$ cat src/rtl/serial_paralelo_sync_ctrl.sv
// Receive-path sync controller: hunts for comma alignment by requesting bit slips,
// declares the lane active after a run of commas, and forwards non-comma payload bytes.
module serial_paralelo_sync_ctrl #(
  parameter logic [7:0] COMMA      = 8'hBC,
  parameter int         SYNC_COUNT = 4,
  parameter int         SLIP_WAIT  = 2,
  parameter int         MAX_GAP    = 16
) (
  input  logic       clk_4f,
  input  logic       reset,
  input  logic       enable,
  input  logic [7:0] byte_in,
  input  logic       byte_vld,
  output logic       bit_slip,
  output logic [7:0] data_out,
  output logic       valid_out,
  output logic       active,
  output logic [3:0] BC_counter
);

  localparam int HW = (SLIP_WAIT > 1) ? $clog2(SLIP_WAIT + 1) : 1;
  localparam int GW = $clog2(MAX_GAP + 2);
  localparam logic [HW:0]   SLIP_LIM = SLIP_WAIT[HW:0];
  localparam logic [GW-1:0] GAP_LIM  = MAX_GAP[GW-1:0];
  localparam logic [3:0]    SYNC_LIM = SYNC_COUNT[3:0];

  typedef enum logic [1:0] {HUNT, COUNT, ACTIVE} state_t;

  state_t        state, state_nxt;
  logic [HW-1:0] hunt_cnt, hunt_nxt;
  logic [GW-1:0] gap_cnt, gap_nxt, gap_inc;
  logic [HW:0]   hunt_inc;
  logic [3:0]    bc_nxt;
  logic [7:0]    data_nxt;
  logic          slip_nxt, valid_nxt, is_comma;

  always_ff @(posedge clk_4f or posedge reset) begin
    if (reset) begin
      state      <= HUNT;
      hunt_cnt   <= '0;
      gap_cnt    <= '0;
      BC_counter <= 4'd0;
      data_out   <= 8'h00;
      bit_slip   <= 1'b0;
      valid_out  <= 1'b0;
      active     <= 1'b0;
    end else begin
      state      <= state_nxt;
      hunt_cnt   <= hunt_nxt;
      gap_cnt    <= gap_nxt;
      BC_counter <= bc_nxt;
      data_out   <= data_nxt;
      bit_slip   <= slip_nxt;
      valid_out  <= valid_nxt;
      active     <= (state_nxt == ACTIVE);
    end
  end

  // All outputs are registered; this block only decides what they become next edge.
  always_comb begin
    state_nxt = state;
    hunt_nxt  = hunt_cnt;
    gap_nxt   = gap_cnt;
    bc_nxt    = BC_counter;
    data_nxt  = data_out;
    slip_nxt  = 1'b0;
    valid_nxt = 1'b0;
    is_comma  = (byte_in == COMMA);
    hunt_inc  = {1'b0, hunt_cnt} + 1'b1;
    gap_inc   = gap_cnt + 1'b1;

    if (!enable) begin
      state_nxt = HUNT;
      hunt_nxt  = '0;
      gap_nxt   = '0;
      bc_nxt    = 4'd0;
    end else if (byte_vld) begin
      case (state)
        HUNT: begin
          if (is_comma) begin
            bc_nxt    = 4'd1;
            hunt_nxt  = '0;
            gap_nxt   = '0;
            state_nxt = (SYNC_COUNT == 1) ? ACTIVE : COUNT;
          end else if (hunt_inc >= SLIP_LIM && !bit_slip) begin
            slip_nxt = 1'b1;
            hunt_nxt = '0;
          end else if (hunt_inc >= SLIP_LIM) begin
            // a slip just fired; saturate so the next byte fires the following one
            hunt_nxt = SLIP_LIM[HW-1:0];
          end else begin
            hunt_nxt = hunt_inc[HW-1:0];
          end
        end
        COUNT: begin
          if (is_comma) begin
            bc_nxt = BC_counter + 4'd1;
            if (bc_nxt == SYNC_LIM) begin
              state_nxt = ACTIVE;
              gap_nxt   = '0;
            end
          end else begin
            bc_nxt    = 4'd0;
            hunt_nxt  = '0;
            state_nxt = HUNT;
          end
        end
        ACTIVE: begin
          bc_nxt = SYNC_LIM;
          if (is_comma) begin
            gap_nxt = '0;
          end else if (gap_inc > GAP_LIM) begin
            state_nxt = HUNT;
            bc_nxt    = 4'd0;
            gap_nxt   = '0;
            hunt_nxt  = '0;
          end else begin
            gap_nxt   = gap_inc;
            data_nxt  = byte_in;
            valid_nxt = 1'b1;
          end
        end
        default: state_nxt = HUNT;
      endcase
    end
  end

endmodule

$ cat config.mk
export PLATFORM = sky130hd
export DESIGN_NAME = serial_paralelo_sync_ctrl
export DESIGN_NICKNAME = d
export VERILOG_FILES = /design/src/rtl/serial_paralelo_sync_ctrl.sv
export SDC_FILE = /design/constraint.sdc
export NUM_CORES = 1
export LEC_CHECK = 0
export CAP_MARGIN = 5
export CORE_AREA = 2 2 72 74
export DETAILED_ROUTE_END_ITERATION = 8
export DIE_AREA = 0 0 74 76
export GPL_TIMING_DRIVEN = 1
export SLEW_MARGIN = 20
export SYNTH_ARGS = -nofsm -noshare
export SYNTH_HDL_FRONTEND = slang
export SYNTH_SLANG_ARGS = --single-unit
$ cat constraint.sdc
create_clock -name clk_4f -period 2.4 [get_ports clk_4f]
set_input_delay 0.36 -clock clk_4f [delete_from_list [all_inputs] [get_ports clk_4f]]
set_output_delay 0.36 -clock clk_4f [all_outputs]
set_load 0.01 [all_outputs]
==> results.rst <==
.. list-table::
   :header-rows: 1

   * - Metric
     - Value
   * - Max VDD drop
     - 0.225 mV
   * - Reg2reg end
     - active
   * - Cell Area, Synth
     - 1400 um2
   * - Share of async-settable or async-resettable flops after synthesis
     - 1.00
   * - Primary flip-flop cell chosen by synthesis mapping
     - dfrtp_1
   * - Path class of the lowest-slack min-delay path
     - in -> async
   * - Net count of the finished layout
     - 208
   * - Number of buffers on the longest clock path
     - 2
   * - Proportion of layout cells with a drive suffix above 1
     - 0.186
   * - Post-CTS Setup Bufs
     - 0
   * - Synthesis-stage register bit count
     - 24
   * - Maximum single-stage delay on the critical path
     - 0.57 ns
   * - Fmax
     - 0.450 GHz
   * - Aggregate global-route resource usage
     - 0.117
   * - Sum of buffers and inverters on the critical path
     - 1
   * - Vias in the first global route
     - 1209
   * - Clock tree from TritonCTS
     - yes
   * - Number of buffers added on ports
     - 26
   * - Combinational share of power
     - 0.063
   * - Kind of end point of the critical path
     - flip-flop
   * - Max-cap violations
     - 0
   * - Number of remaining DRC errors
     - 0
   * - Worst clock skew
     - 0.00109 ns
   * - Starting utilization of the core area
     - 0.286
   * - Setup-failing EPs final
     - 0
   * - Number of pins exceeding their max-slew limit in the final report
     - 0
   * - Routed WL
     - 3010 um
   * - First-pass GRT wire length
     - 5350 um
   * - Pwr Density
     - 424 nW/um2
   * - Distinct cells, synth
     - 40
   * - Remaining max-slew budget at the tightest pin
     - 0.704
   * - Synthesis warning total
     - 0
   * - Layout Cells excl Fill
     - 258
   * - Critical path cell sequence
     - clkdlybuf4s50_1 > or4b_4 > or2_4 > nand3_1 > nor3_1 > nand2_2 > mux2_2
   * - Cells after synthesis
     - 146
   * - Type of origin of the critical path
     - input pin
   * - Min Hold Slack
     - 0.426 ns
   * - Critical path type
     - in -> reg
   * - Average wire length per cell after detail routing
     - 11.7 um
   * - Clock slew at the register clock pins of the worst setup and hold paths
     - 0.09 ns
   * - Horizontal die dimension
     - 74 um
   * - Cell-internal power
     - 0.656 mW
   * - Number of top-level pins
     - 27
   * - Setup tns final
     - 0 ns
   * - Total half-perimeter wirelength after legalization and detailed placement
     - 2320 um
   * - Cell total after placement
     - 254
   * - Clock latency on the worst-skew pair
     - 0.27 ns
   * - Family with the most delay on the worst path
     - simple AND/OR/NAND/NOR gates
   * - Initial antenna violation count
     - 0
   * - Net Sw Power
     - 0.159 mW
   * - Fillers
     - 492
   * - Worst Reg2Reg Path Length in Cells
     - 8
   * - Required time at the endpoint of the critical path
     - 2.56 ns
   * - Clock sink count
     - 24
   * - P_leak
     - 0.854 nW
   * - Avg Synthesized Cell Area
     - 9.61 um2
   * - Largest net degree at the start of global routing
     - 25
   * - Remaining antenna violation count
     - 0
   * - Die boundary height
     - 76 um
   * - Synthesized netlist net count
     - 165
   * - Pre-antenna DRT Iters
     - 5
   * - Power share of the clock group
     - 0.436
   * - Crit Path Max Fanout
     - 9
   * - Flop pwr share
     - 0.501
   * - Number of antenna diodes
     - 0
   * - Time the worst path needs with I/O delays and setup
     - 2.22 ns
   * - Data arrival at the endpoint of the critical path
     - 2.38 ns
   * - Detailed-route via count
     - 1203
   * - RSZ-0062 raised after global routing
     - no
   * - Number of buffers added by the clock tree synthesis step
     - 3
   * - Slowest cell on crit path
     - or4b_4
   * - Sw Share
     - 0.195
   * - Final global-route overflow total
     - 0
   * - Count of cells resized by post-cts repair
     - 0
   * - Share of the clock period used by the worst path after layout
     - 0.926
   * - Run status
     - completed
   * - # hold bufs at CTS
     - 0
   * - Pin slew with the least headroom to its limit
     - 0.440 ns
   * - Die outline area
     - 5620 um2
   * - Total count of hold-check failures in the final report
     - 0
   * - Via count normalized by instance count
     - 4.66
   * - Level count of the clock H-tree
     - 1
   * - Beginning of the worst register-to-register path
     - gap_cnt[0]
   * - Part of the Yosys area used for sequential elements
     - 0.428
   * - Core area
     - 4910 um2
   * - EDFF count, synth
     - 0
   * - Placement Rows
     - 26
   * - Final Wtd Congestion
     - 0.833
   * - Worst reg-to-reg setup slack
     - 0.35 ns
   * - Root Buffer Master
     - clkbuf_8
   * - Signed area change from the synthesized netlist to the final layout
     - 37.0%
   * - Initial detailed-routing violation count
     - 39
[sequential cells by signal, indices dropped and copies added, names as in the netlist]
| name | count |
|---|---|
| bit_slip | 1 |
| gap_cnt | 5 |
| state | 2 |
| active | 1 |
| hunt_cnt | 2 |
| BC_counter | 4 |
| valid_out | 1 |
| data_out | 8 |
[cell usage in the layout (no fill, tap or decap), types with 2 or more instances in the layout]
cell and count:
o211ai_1 2, nand2_1 16, dfrtp_1 24, nand4b_1 2, a21oi_1 2, and2_1 3, nor2_1 10, mux2_2 8
o21ai_0 12, o21a_1 2, nand2b_1 4, a21boi_0 3, nor4_1 2, nand3_1 7, nor3_1 5, buf_4 15
clkbuf_8 3, nand4_1 5, inv_1 7, clkdlybuf4s50_1 26, nor2b_1 3, ha_1 7
[layout make-up]
type | count | area [um2] | area share
clock inverters | 1 | 30.0 | 0.0156
well taps | 70 | 87.6 | 0.0456
multi-input cells | 112 | 763 | 0.397
inverters | 7 | 26.3 | 0.0137
clock buffers | 3 | 41.3 | 0.0215
flip-flops and latches | 24 | 601 | 0.313
repair buffers | 41 | 373 | 0.194
[logic make-up (layout without fill, tap and decap cells)]
family          count (synthesis)  after routing  synth area share
simple gates                   64             64             0.248
compound gates                 31             31             0.156
flops                          24             24             0.428
buf+inv                        10             52            0.0277
mux                             9              9            0.0714
fa+ha+maj                       7              7            0.0624
xor+xnor                        1              1           0.00625
[worst max path at each step]
stage,endpoint,start,slack [ns],cells past startpoint
6_report,data_out[6],byte_in[6],0.18,7
3_3_place_gp,data_out[5],byte_in[6],-0.11,7
5_1_grt,active,gap_cnt[0],0.02,8
2_1_floorplan,data_out[0],byte_in[6],0.35,6
3_5_place_dp,data_out[5],byte_in[6],-0.14,7
4_1_cts,data_out[5],byte_in[6],0.15,7
[cell usage after synthesis, types with 2 or more instances]
library cell,number,area [um2]
nand4_1,5,31.3
mux2_2,8,90.1
o21ai_0,12,60.1
a21oi_1,2,10.0
clkbuf_1,2,7.51
and2_1,3,18.8
nand4b_1,2,17.5
o21a_1,2,15.0
ha_1,7,87.6
dfrtp_1,24,601
nor4_1,2,12.5
nand2b_1,4,25.0
nand3_1,7,35.0
nor3_1,5,25.0
o211ai_1,2,15.0
nand2_1,16,60.1
inv_1,7,26.3
a21boi_0,3,22.5
nor2_1,10,37.5
nor2b_1,3,18.8
[power groups by stage]
stage / Combinational [mW] / Clock [mW] / Sequential (mW)
finish: 0.0516 / 0.355 / 0.408
global route: 0.0569 / 0.383 / 0.408
CTS: 0.0526 / 0.360 / 0.408
detailed placement: 0.0524 / 0 / 0.416
global placement: 0.0529 / 0 / 0.416
floorplan: 0.0193 / 0 / 0.416
[layer usage]
layer	wire length [um]	track usage	up-vias
met5	0	0	-
met4	26	0.0273	0
met3	99	0.0198	3
met2	1450	0.188	19
met1	1430	0.162	569
li1	-	-	612
[worst min-delay path, delay by kind of cell]
| kind | cells | cell delay, ns |
|---|---|---|
| buffers and inverters | 3 | 0.73 |
[metrics by stage]
step / utilization / total power, mW / instance area [um2] / setup slack [ns]
after global placement: 0.377 / 0.469 / 1850 / -0.115
after detailed placement: 0.377 / 0.468 / 1850 / -0.139
after global routing: 0.391 / 0.848 / 1920 / 0.0199
after CTS: 0.391 / 0.821 / 1920 / 0.147
after floorplan: - / 0.435 / 1400 / 0.352
final: 0.391 / 0.815 / 1920 / 0.177
(Power assumes the default switching activity.)
